[src/rtl/mem_access_unit.sv]
// Data-memory access stage: alignment check, word-addressed valid/ready bus
// access with byte enables, and load data right-justified for extension.
module mem_access_unit #(
    parameter int TIMEOUT = 255
) (
    input  logic        I_clk,
    input  logic        I_rst,
    input  logic        I_req,
    input  logic        I_we,
    input  logic [2:0]  I_funct3,
    input  logic [31:0] I_addr,
    input  logic [31:0] I_wdata,
    output logic        O_busy,
    output logic        O_done,
    output logic [31:0] O_rdata,
    output logic        O_error,
    output logic [1:0]  O_errcode,
    output logic        O_bus_valid,
    output logic        O_bus_we,
    output logic [31:0] O_bus_addr,
    output logic [3:0]  O_bus_be,
    output logic [31:0] O_bus_wdata,
    input  logic        I_bus_ready,
    input  logic [31:0] I_bus_rdata,
    output logic [1:0]  O_dbg_state
);

    // Bus handshake: a transfer completes in the cycle where O_bus_valid and
    // I_bus_ready are both high; address, enables and data stay stable until then.

    typedef enum logic [1:0] {
        S_IDLE = 2'd0,
        S_BUS  = 2'd1,
        S_DONE = 2'd2
    } state_t;

    localparam logic [1:0] ERR_NONE     = 2'b00;
    localparam logic [1:0] ERR_MISALIGN = 2'b01;
    localparam logic [1:0] ERR_TIMEOUT  = 2'b10;
    localparam logic [1:0] ERR_ILLEGAL  = 2'b11;

    localparam logic [31:0] TIMEOUT_L = 32'(TIMEOUT);

    state_t      r_state;
    state_t      w_state_next;
    logic        r_we;
    logic [1:0]  r_size;
    logic [31:0] r_addr;
    logic [31:0] r_wdata;
    logic [31:0] r_rdata;
    logic [1:0]  r_errcode;
    logic [31:0] r_cnt;

    logic        w_illegal;
    logic        w_misaligned;
    logic        w_timeout;
    logic        w_latch;
    logic        w_capture;
    logic [1:0]  w_errcode_next;
    logic [3:0]  w_be;
    logic [31:0] w_wdata;

    // Decode the incoming request; illegal encodings win over misalignment.
    always_comb begin
        w_illegal    = 1'b0;
        w_misaligned = 1'b0;
        case (I_funct3)
            3'b011, 3'b110, 3'b111: w_illegal = 1'b1;
            3'b100, 3'b101:         w_illegal = I_we;
            default:                w_illegal = 1'b0;
        endcase
        case (I_funct3[1:0])
            2'b01:   w_misaligned = I_addr[0];
            2'b10:   w_misaligned = (I_addr[1:0] != 2'b00);
            default: w_misaligned = 1'b0;
        endcase
    end

    assign w_timeout = (TIMEOUT_L != 32'd0) && ((r_cnt + 32'd1) == TIMEOUT_L);

    always_ff @(posedge I_clk) begin
        if (I_rst) begin
            r_state <= S_IDLE;
        end else begin
            r_state <= w_state_next;
        end
    end

    always_comb begin
        w_state_next   = r_state;
        w_errcode_next = r_errcode;
        w_latch        = 1'b0;
        w_capture      = 1'b0;
        O_busy         = 1'b0;
        O_done         = 1'b0;
        O_error        = 1'b0;
        O_errcode      = ERR_NONE;
        O_bus_valid    = 1'b0;
        O_bus_we       = 1'b0;
        O_bus_addr     = 32'd0;
        O_bus_be       = 4'd0;
        O_bus_wdata    = 32'd0;
        case (r_state)
            S_IDLE: begin
                if (I_req) begin
                    w_latch = 1'b1;
                    if (w_illegal) begin
                        w_state_next   = S_DONE;
                        w_errcode_next = ERR_ILLEGAL;
                    end else if (w_misaligned) begin
                        w_state_next   = S_DONE;
                        w_errcode_next = ERR_MISALIGN;
                    end else begin
                        w_state_next   = S_BUS;
                        w_errcode_next = ERR_NONE;
                    end
                end
            end
            S_BUS: begin
                O_busy      = 1'b1;
                O_bus_valid = 1'b1;
                O_bus_we    = r_we;
                O_bus_addr  = {r_addr[31:2], 2'b00};
                O_bus_be    = w_be;
                O_bus_wdata = w_wdata;
                if (I_bus_ready) begin
                    w_state_next   = S_DONE;
                    w_errcode_next = ERR_NONE;
                    w_capture      = ~r_we;
                end else if (w_timeout) begin
                    w_state_next   = S_DONE;
                    w_errcode_next = ERR_TIMEOUT;
                end
            end
            S_DONE: begin
                O_busy       = 1'b1;
                O_done       = 1'b1;
                O_error      = (r_errcode != ERR_NONE);
                O_errcode    = r_errcode;
                w_state_next = S_IDLE;
            end
            default: begin
                w_state_next = S_IDLE;
            end
        endcase
    end

    // Lane steering from the latched size and low address bits.
    always_comb begin
        w_be    = 4'b1111;
        w_wdata = r_wdata;
        case (r_size)
            2'b00: begin
                w_be    = 4'b0001 << r_addr[1:0];
                w_wdata = {4{r_wdata[7:0]}};
            end
            2'b01: begin
                w_be    = 4'b0011 << {r_addr[1], 1'b0};
                w_wdata = {2{r_wdata[15:0]}};
            end
            default: begin
                w_be    = 4'b1111;
                w_wdata = r_wdata;
            end
        endcase
        if (!r_we) begin
            w_wdata = 32'd0;
        end
    end

    always_ff @(posedge I_clk) begin
        if (I_rst) begin
            r_we      <= 1'b0;
            r_size    <= 2'd0;
            r_addr    <= 32'd0;
            r_wdata   <= 32'd0;
            r_rdata   <= 32'd0;
            r_errcode <= ERR_NONE;
            r_cnt     <= 32'd0;
        end else begin
            if (w_latch) begin
                r_we    <= I_we;
                r_size  <= I_funct3[1:0];
                r_addr  <= I_addr;
                r_wdata <= I_wdata;
            end
            r_errcode <= w_errcode_next;
            if (w_capture) begin
                r_rdata <= I_bus_rdata >> {r_addr[1:0], 3'b000};
            end
            // Counts wait cycles; anything other than a stalled BUS cycle clears it.
            if ((r_state == S_BUS) && !I_bus_ready) begin
                r_cnt <= r_cnt + 32'd1;
            end else begin
                r_cnt <= 32'd0;
            end
        end
    end

    assign O_rdata     = r_rdata;
    assign O_dbg_state = r_state;

endmodule

[config.mk]
export PLATFORM = sky130hd
export DESIGN_NAME = mem_access_unit
export DESIGN_NICKNAME = d
export VERILOG_FILES = /design/src/rtl/mem_access_unit.sv
export SDC_FILE = /design/constraint.sdc
export NUM_CORES = 1
export LEC_CHECK = 0
export ABC_AREA = 0
export CORE_AREA = 2 2 108 162
export DETAILED_ROUTE_END_ITERATION = 10
export DIE_AREA = 0 0 110 164
export PLACE_DENSITY = 0.75
export SLEW_MARGIN = 40
export SYNTH_ARGS = -nofsm -noshare
export SYNTH_HDL_FRONTEND = slang
export SYNTH_SLANG_ARGS = --single-unit
[constraint.sdc]
create_clock -name I_clk -period 2.5 [get_ports I_clk]
set_clock_uncertainty 0.05 [all_clocks]
set_input_delay 0.25 -clock I_clk [delete_from_list [all_inputs] [get_ports I_clk]]
set_output_delay 0.25 -clock I_clk [all_outputs]
set_load 0.02 [all_outputs]
## Word-level counts from Yosys, hierarchy flattened

Index checks and enable logic that the tools add are counted.

- $add $sub $neg: 1
- Equality and inequality tests: 13
- Shift operators: 3
- Multiplexer cells: 29
- Bitwise logic cells: 2
- Reduce and logical (&&, ||, !) cells: 13

Operators with widths:

| operator | number |
|---|---|
| two-way mux 32 bit | 3 |
| one-hot mux 32 bit (2 select lines) | 1 |
| adder 32 x 1 -> 32 bit, second input constant | 1 |
| equality test 32 x 8 -> 1 bit, second input constant | 1 |
| right shift 32 x 5 -> 32 bit | 1 |
| two-way mux 2 bit | 9 |
| equality test 3 bit, second input constant | 4 |
| two-way mux 1 bit | 10 |
| one-hot mux 2 bit (2 select lines) | 2 |
| one-hot mux 4 bit (2 select lines) | 1 |
| equality test 2 x 1 -> 1 bit, second input constant | 3 |
| nonzero test 2 bit | 3 |
| OR reduction 2 bit | 3 |
| equality test 2 bit, second input constant | 2 |
| zero test 2 bit | 2 |
| two-way mux 4 bit | 1 |
| one-hot mux 1 bit (2 select lines) | 2 |
| << shifter 1 x 2 -> 4 bit, first input constant | 1 |
| << shifter 2 x 2 -> 4 bit, first input constant | 1 |
| equality test 3 x 2 -> 1 bit, second input constant | 1 |
| inequality test 3 bit, second input constant | 1 |
| AND reduction 3 bit | 1 |
| OR reduction 3 bit | 1 |
| inequality test 2 bit, second input constant | 1 |
| 4 further kinds | 5 |

- Register bits: 135
- Input bits: 104
- Output and inout port bits: 109
- Word-level logic and storage cells: 69

## Depth between registers and ports, before layout

Gate-level depths: netlist of run 1.

- Depth in word-level cells: 6
- Gate-level depth with buffers: 10

## Worst setup path before layout of run 1

Ideal clock, no wire load.

- Path type: reg-to-reg
- Start point: register r_cnt[1]
- End point: register r_state[0], in the netlist O_dbg_state[0]
- Library setup time: 117 ps
- Arrival: 2314 ps
- Required time: 2333 ps
- Slack: 18 ps
- Cell stages (with the launch flop): 11
- Buffers on the path: 1
- Clock period less this slack: 2482 ps
- Cells stage by stage: dfxtp_1 -> ha_1 -> and4_1 -> buf_2 -> nand3_2 -> nor4_2 -> and4_4 -> o22ai_2 -> nor3b_1 -> a21oi_1 -> a32o_1

- Word-level cells in the longest chain between the ends: 4

RTL lines:

| element | line | source |
|---|---|---|
| start: declaration | 52 | `logic [31:0] r_cnt;` |
| start signal: assignment | 193 | `r_cnt <= r_cnt + 32'd1;` |
| adder 32 x 1 -> 32 bit | 79 | `assign w_timeout = (TIMEOUT_L != 32'd0) && ((r_cnt + 32'd1) == TIMEOUT_L);` |
| equality test 32 x 8 -> 1 bit | 79 |  |
| inequality test 3 bit (no line) | n/a |  |
| AND reduction 2 bit (no line) | n/a |  |
| end signal: assignment | 85 | `r_state <= w_state_next;` |
| end: declaration | 44 | `state_t r_state;` |

Every way passes these cells.
A chain may end at the register's enable or synchronous reset.

## Worst setup path after layout of run 1

- Start point: register r_cnt[20]
- End point: register r_errcode[0]

- Word-level cells in the longest chain between the ends: 4

RTL lines:

| element | line | source |
|---|---|---|
| adder 32 x 1 -> 32 bit | 79 |  |
| equality test 32 x 8 -> 1 bit | 79 |  |
| inequality test 3 bit (no line) | n/a |  |
| AND reduction 3 bit (no line) | n/a |  |
| end signal: assignment | 187 | `r_errcode <= w_errcode_next;` |
| end: declaration | 51 | `logic [1:0] r_errcode;` |

Every way passes these cells.

==> results of run 1 <==
## per-stage QoR
stage / setup WS [ns] / cells / util / area, um2
4_1_cts: 0.0000788 / 1365 / 0.613 / 10200
2_1_floorplan: 0.0182 / 931 / - / 7030
5_1_grt: -0.0897 / 1372 / 0.630 / 10500
3_5_place_dp: 0.00730 / 1335 / 0.578 / 9600
3_3_place_gp: 0.0512 / 1335 / 0.578 / 9600
6_report: 0.00128 / 1372 / 0.630 / 10500
## cell usage after synthesis, types with 14 or more instances
master	count	area share
nand3_1	24	0.017
o21ai_0	14	0.010
clkbuf_1	51	0.027
mux2i_1	32	0.046
nor3_1	23	0.016
xor2_1	17	0.021
nor2_1	102	0.055
nand4_1	17	0.015
a211oi_1	27	0.029
dfxtp_1	135	0.38
a21oi_1	116	0.083
nand2_1	173	0.092
and2_1	38	0.034
## how the worst max path moves through the flow
stage,start,end,depth (start not counted)
after floorplan,r_cnt[1],O_dbg_state[0],10
after global placement,r_cnt[0],r_errcode[0],9
after detailed placement,r_cnt[0],r_errcode[0],9
after CTS,O_dbg_state[1],O_bus_wdata[18],6
after global routing,r_cnt[20],r_errcode[1],10
final,r_cnt[20],r_errcode[0],9
## cells by family after synthesis
family	Yosys count	synth area share
AND/OR/NAND/NOR	451	0.306
AO/OA/AOI/OAI	188	0.160
flip-flops	135	0.385
buffers and inverters	85	0.0508
multiplexers	34	0.0488
XOR/XNOR	27	0.0337
adder cells (fa/ha/maj)	9	0.0160
other	1	0.000534
## power groups by stage
| stage | logic [mW] | registers (mW) | clock network [mW] |
|---|---|---|---|
| global placement | 0.981 | 2.40 | 0 |
| CTS | 0.997 | 2.36 | 2.66 |
| detailed placement | 0.992 | 2.40 | 0 |
| finish | 0.998 | 2.36 | 2.62 |
| floorplan | 0.543 | 2.40 | 0 |
| global route | 1.10 | 2.37 | 2.75 |
## what timing repair did
action                     CTS  global route
pin swaps                    0            17
hold buffers                 0             0
setup endpoints to repair   18            48
setup buffers                0             6
resized for setup           18            63
## per-layer routing
layer,GRT usage,share of wire,vias to the layer above
li1,-,-,3619
met3,0.0643,0.047,45
met5,0,0,-
met2,0.437,0.53,211
met4,0.0995,0.030,0
met1,0.276,0.39,3447
## final cells by class
type                            count  area share
Clock buffer                       21      0.0430
Multi-Input combinational cell    711       0.397
Inverter                           12     0.00430
Sequential cell                   135       0.259
Tap cell                          210      0.0251
Timing Repair Buffer              273       0.256
Clock inverter                      9      0.0145
Antenna cell                        1    0.000239
## sequential cells by signal (all words and copies together) (netlist names)
register / count
r_addr: 32
r_cnt: 32
r_size: 2
r_wdata: 32
r_we: 1
r_errcode: 2
O_dbg_state: 2
O_rdata: 32
==> results.sh, run 1 <==
export IMPL_synthArstFlopShare=0
export IMPL_num_vias=7322
export IMPL_post_route_period_util=0.999
export IMPL_seq_area_um2=2710
export IMPL_cp_data_required_time_ns=2.75
export IMPL_cts_max_path_buffers=2
export IMPL_cts_root_buf="clkbuf_16"
export IMPL_cts_inserted_buffers=17
export IMPL_hold_path_depth=2
export IMPL_max_freq_mhz=400
export IMPL_crit_type="flop to flop"
export IMPL_hp_class="input port to flop"
export IMPL_synth_seq_cells=135
export IMPL_yosysWarnings=0
export IMPL_hold_viol=0
export IMPL_critPathTopFamily="simple AND/OR/NAND/NOR gates"
export IMPL_crit_slowest_cell="dfxtp_1"
export IMPL_cts_tree="yes"
export IMPL_finalCriticalPeriod_ns=2.50
export IMPL_globalplace_congestion=0.960
export IMPL_maxSlewHeadroom=0.553
export IMPL_rows=58
export IMPL_dp_hpwl_mm=15.9
export IMPL_rsz0062_at_grt="yes"
export IMPL_finalWirelength_mm=22.7
export IMPL_drtPass1Iterations=5
export IMPL_synthCells=930
export IMPL_worst_slew_pin_slew_ns=0.669
export IMPL_cp_max_fo=8
export IMPL_drt_initial_drc_count=341
export IMPL_whs_endpoint="r_wdata[20]"
export IMPL_maxSlewViolCount=0
export IMPL_path_clk_slew_ns=0.06
export IMPL_vias_per_cell=5.34
export IMPL_p_leak_nw=4.13
export IMPL_grt_pass1_wl_mm=34.9
export IMPL_insertion_delay_ns=0.42
export IMPL_die_area_um2=18000
export IMPL_yosys_most_used_dff="dfxtp_1"
export IMPL_cts_htree_levels=4
export IMPL_clkSinkCount=135
export IMPL_r2r_cells=9
export IMPL_die_w_um=110
export IMPL_initial_core_util=0.423
export IMPL_power_density_nw_per_um2=571
export IMPL_pwr_share_comb=0.167
export IMPL_grtUsageTotal=0.247
export IMPL_p_seq_frac=0.394
export IMPL_avgSynthCellArea_um2=7.55
export IMPL_route_detailed_drc=0
export IMPL_finalPower_mw=5.98
export IMPL_io_pins=213
export IMPL_yosysSeqAreaShare=0.385
export IMPL_p_sw_frac=0.262
export IMPL_worstHoldStart="I_rst"
export IMPL_die_y_um=164
export IMPL_grt_pass1_vias=6963
export IMPL_crit_buf_inv=1
export IMPL_nets=1263
export IMPL_worstSetupStartpointType="flop"
export IMPL_clkPwrFrac=0.439
export IMPL_end_kind="flop"
export IMPL_syn_cell_area_um2=7020
export IMPL_r2r_setup_slack_ns=0.001
export IMPL_final_cell_mix="clkdlybuf4s50_1, nand2_1, dfxtp_1, a21oi_1, nor2_1"
export IMPL_max_cap_viol_count=0
export IMPL_ir_drop_uv=423
export IMPL_setup_viol=0
export IMPL_synth_edff_count=0
export IMPL_fin_tns_setup_ns=0
export IMPL_areaGrowthSynthToFinish_pct=49.0
export IMPL_p_int_mw=4.41
export IMPL_worst_ep_arrival_time_ns=2.75
export IMPL_wl_per_cell_um=16.6
export IMPL_whs_ns=0.175
export IMPL_rr_startpoint="r_cnt[20]"
export IMPL_reg2reg_to="r_errcode[0]"
export IMPL_fill_cells=1434
export IMPL_synth_cell_types=60
export IMPL_coreArea_um2=16600
export IMPL_ant_nets=0
export IMPL_grt_antenna_before_repair=1
export IMPL_status="finished clean"
export IMPL_critPathMaxStageDelay_ns=0.36
export IMPL_worstPathCellList="buf_4 > nand4_1 > nor3_4 > nand3_1 > nor3_2 > o211ai_1 > nor4_2 > a211oi_2 > a22o_1"
export IMPL_power_switching_mw=1.57
export IMPL_final_common_cell="clkdlybuf4s50_1"
export IMPL_drive_above_1_share=0.128
export IMPL_grt_start_max_net_pins=83
export IMPL_multi_input_area_um2=4160
export IMPL_io_buffer_count=210
export IMPL_grt_ovfl_total=0
(Power assumes the default switching activity.)
==> inputs of run 2 (changes only) <==
--- a/config.mk
+++ b/config.mk
@@ -14,3 +14,4 @@
 export SYNTH_ARGS = -nofsm -noshare
 export SYNTH_HDL_FRONTEND = slang
 export SYNTH_SLANG_ARGS = --single-unit
+export TNS_END_PERCENT = 20
==> constraint.sdc (replaced) <==
create_clock -name I_clk -period 2.5 [get_ports I_clk]
set_clock_uncertainty 0.05 [all_clocks]
set_input_delay 0.5 -clock I_clk [delete_from_list [all_inputs] [get_ports I_clk]]
set_output_delay 0.5 -clock I_clk [all_outputs]
set_load 0.02 [all_outputs]
==> results.sh, run 2 (same netlist as run 1, synthesis figures left out) <==
export IMPL_drt_initial_drc_count=407
export IMPL_die_y_um=164
export IMPL_globalplace_congestion=0.940
export IMPL_initial_core_util=0.423
export IMPL_utilization=0.618
export IMPL_ir_drop_uv=471
export IMPL_worstPathCellList="inv_1 > ha_2 > nand2_1 > buf_12 > a21oi_1 > clkdlybuf4s15_1"
export IMPL_reg2reg_to="r_errcode[0]"
export IMPL_critPathMaxStageDelay_ns=0.39
export IMPL_cp_data_required_time_ns=1.95
export IMPL_r2r_cells=10
export IMPL_maxSlewHeadroom=0.555
export IMPL_maxSlewViolCount=0
export IMPL_ant_nets=0
export IMPL_rows=58
export IMPL_rr_startpoint="r_cnt[0]"
export IMPL_end_kind="primary output"
export IMPL_crit_slowest_cell="clkdlybuf4s15_1"
export IMPL_ctsHoldBuffers=0
export IMPL_cts_htree_levels=4
export IMPL_rsz0062_at_grt="yes"
export IMPL_post_route_period_util=0.978
export IMPL_worstHoldStart="r_addr[29]"
export IMPL_p_leak_nw=4.05
export IMPL_worst_slew_pin_slew_ns=0.666
export IMPL_hold_viol=0
export IMPL_die_w_um=110
export IMPL_status="finished clean"
export IMPL_io_buffer_count=210
export IMPL_hold_path_depth=2
export IMPL_grt_start_max_net_pins=70
export IMPL_vias_per_cell=5.28
export IMPL_path_clk_slew_ns=0.06
export IMPL_finalWirelength_mm=21.7
export IMPL_hp_class="flop to flop"
export IMPL_fill_cells=1464
export IMPL_dp_hpwl_mm=15.5
export IMPL_final_cell_mix="nand2_1, clkdlybuf4s50_1, dfxtp_1, a21oi_1, nor2_1"
export IMPL_critPathTopFamily="buffers and inverters"
export IMPL_finalPower_mw=6.05
export IMPL_drive_above_1_share=0.114
export IMPL_clkSinkCount=135
export IMPL_setup_viol=0
export IMPL_drtPass1Iterations=5
export IMPL_finalCriticalPeriod_ns=2.44
export IMPL_crit_type="flop to primary output"
export IMPL_areaGrowthSynthToFinish_pct=46.3
export IMPL_grt_ovfl_total=0
export IMPL_max_cap_viol_count=0
export IMPL_insertion_delay_ns=0.41
export IMPL_cts_root_buf="clkbuf_16"
export IMPL_grt_antenna_before_repair=1
export IMPL_route_detailed_drc=0
export IMPL_grt_pass1_vias=6905
export IMPL_whs_endpoint="r_addr[29]"
export IMPL_grtUsageTotal=0.239
export IMPL_io_pins=213
export IMPL_coreArea_um2=16600
export IMPL_die_area_um2=18000
export IMPL_final_common_cell="nand2_1"
export IMPL_wl_per_cell_um=15.8
export IMPL_num_vias=7251
export IMPL_cp_max_fo=25
export IMPL_worstSetupStartpointType="flop"
export IMPL_power_density_nw_per_um2=589
export IMPL_crit_buf_inv=3
export IMPL_cts_inserted_buffers=17
export IMPL_max_freq_mhz=409
export IMPL_grt_pass1_wl_mm=34.1
export IMPL_worst_ep_arrival_time_ns=1.89
export IMPL_cts_tree="yes"
export IMPL_critPathLaunch="O_dbg_state[1]"
export IMPL_cts_max_path_buffers=2
export IMPL_nets=1261
export IMPL_r2r_setup_slack_ns=0.07
-- run 2: changes by cell type in the layout (fill, tap and decap cells not counted), sizes merged --
cell           previous run  this run
clkinvlp                  1         2
clkbuf                   21        19
inv                      12        15
clkdlybuf4s50           178       140
clkdlybuf4s15             0         4
dlygate4sd2              16        64
buf                      64        62
dlymetal6s2s             15         1
-- run 2: worst register-to-register path: cells and delay by family, from the launching register on --
family	cells	cell delay [ns]
XOR/XNOR	1	0.17
AND/OR/NAND/NOR	3	0.67
buffers and inverters	1	0.12
AO/OA/AOI/OAI	4	0.76
flip-flops	1	0.33
adder cells (fa/ha/maj)	1	0.21
-- run 2: how the worst max path moves through the flow --
stage | end | slack [ns] | depth (start not counted)
CTS | r_errcode[0] | 0.02 | 10
detailed placement | r_errcode[0] | 0.01 | 9
global placement | r_errcode[0] | 0.08 | 9
global route | r_errcode[0] | -0.07 | 9
finish | O_bus_wdata[12] | 0.06 | 6
floorplan | O_dbg_state[0] | 0.02 | 10
-- run 2: layout make-up --
| type | count | area [um2] | share of cell area |
|---|---|---|---|
| Clock inverter | 13 | 193 | 0.0187 |
| Inverter | 12 | 45.0 | 0.00438 |
| Timing Repair Buffer | 271 | 2580 | 0.251 |
| Multi-Input combinational cell | 711 | 4040 | 0.393 |
| Tap cell | 210 | 263 | 0.0256 |
| Sequential cell | 135 | 2710 | 0.263 |
| Antenna cell | 1 | 2.50 | 0.000243 |
| Clock buffer | 19 | 443 | 0.0431 |
-- run 2: layer usage --
layer | GRT usage | part of all wire
met1 | 0.281 | 0.39
met2 | 0.412 | 0.52
met3 | 0.0524 | 0.054
met4 | 0.102 | 0.033
met5 | 0 | 0
-- run 2: what timing repair did --
action                                  CTS  global route
endpoints found under the setup margin   69             9
pin swaps                                 1             4
endpoints found under the hold margin     0             0
resized for setup                        71            21
buffers inserted                          0             3
-- run 2: power breakdown --
part | switching (mW) | leakage (nW) | internal [mW]
Clock | 0.996 | 0.305 | 1.71
Combinational | 0.537 | 2.64 | 0.450
Sequential | 0.0835 | 1.10 | 2.27
Total | 1.62 | 4.05 | 4.43
-- run 2: through the flow --
step	TNS (ns)	area, um2	instances	setup WS [ns]	hold slack, ns
after floorplan	0	7030	931	0.0182	0.382
after global placement	0	9620	1336	0.0762	0.387
after detailed placement	0	9620	1336	0.0125	0.392
after CTS	0	10200	1368	0.0208	0.400
after global routing	-0.126	10300	1372	-0.0663	0.416
final	0	10300	1372	0.0560	0.399
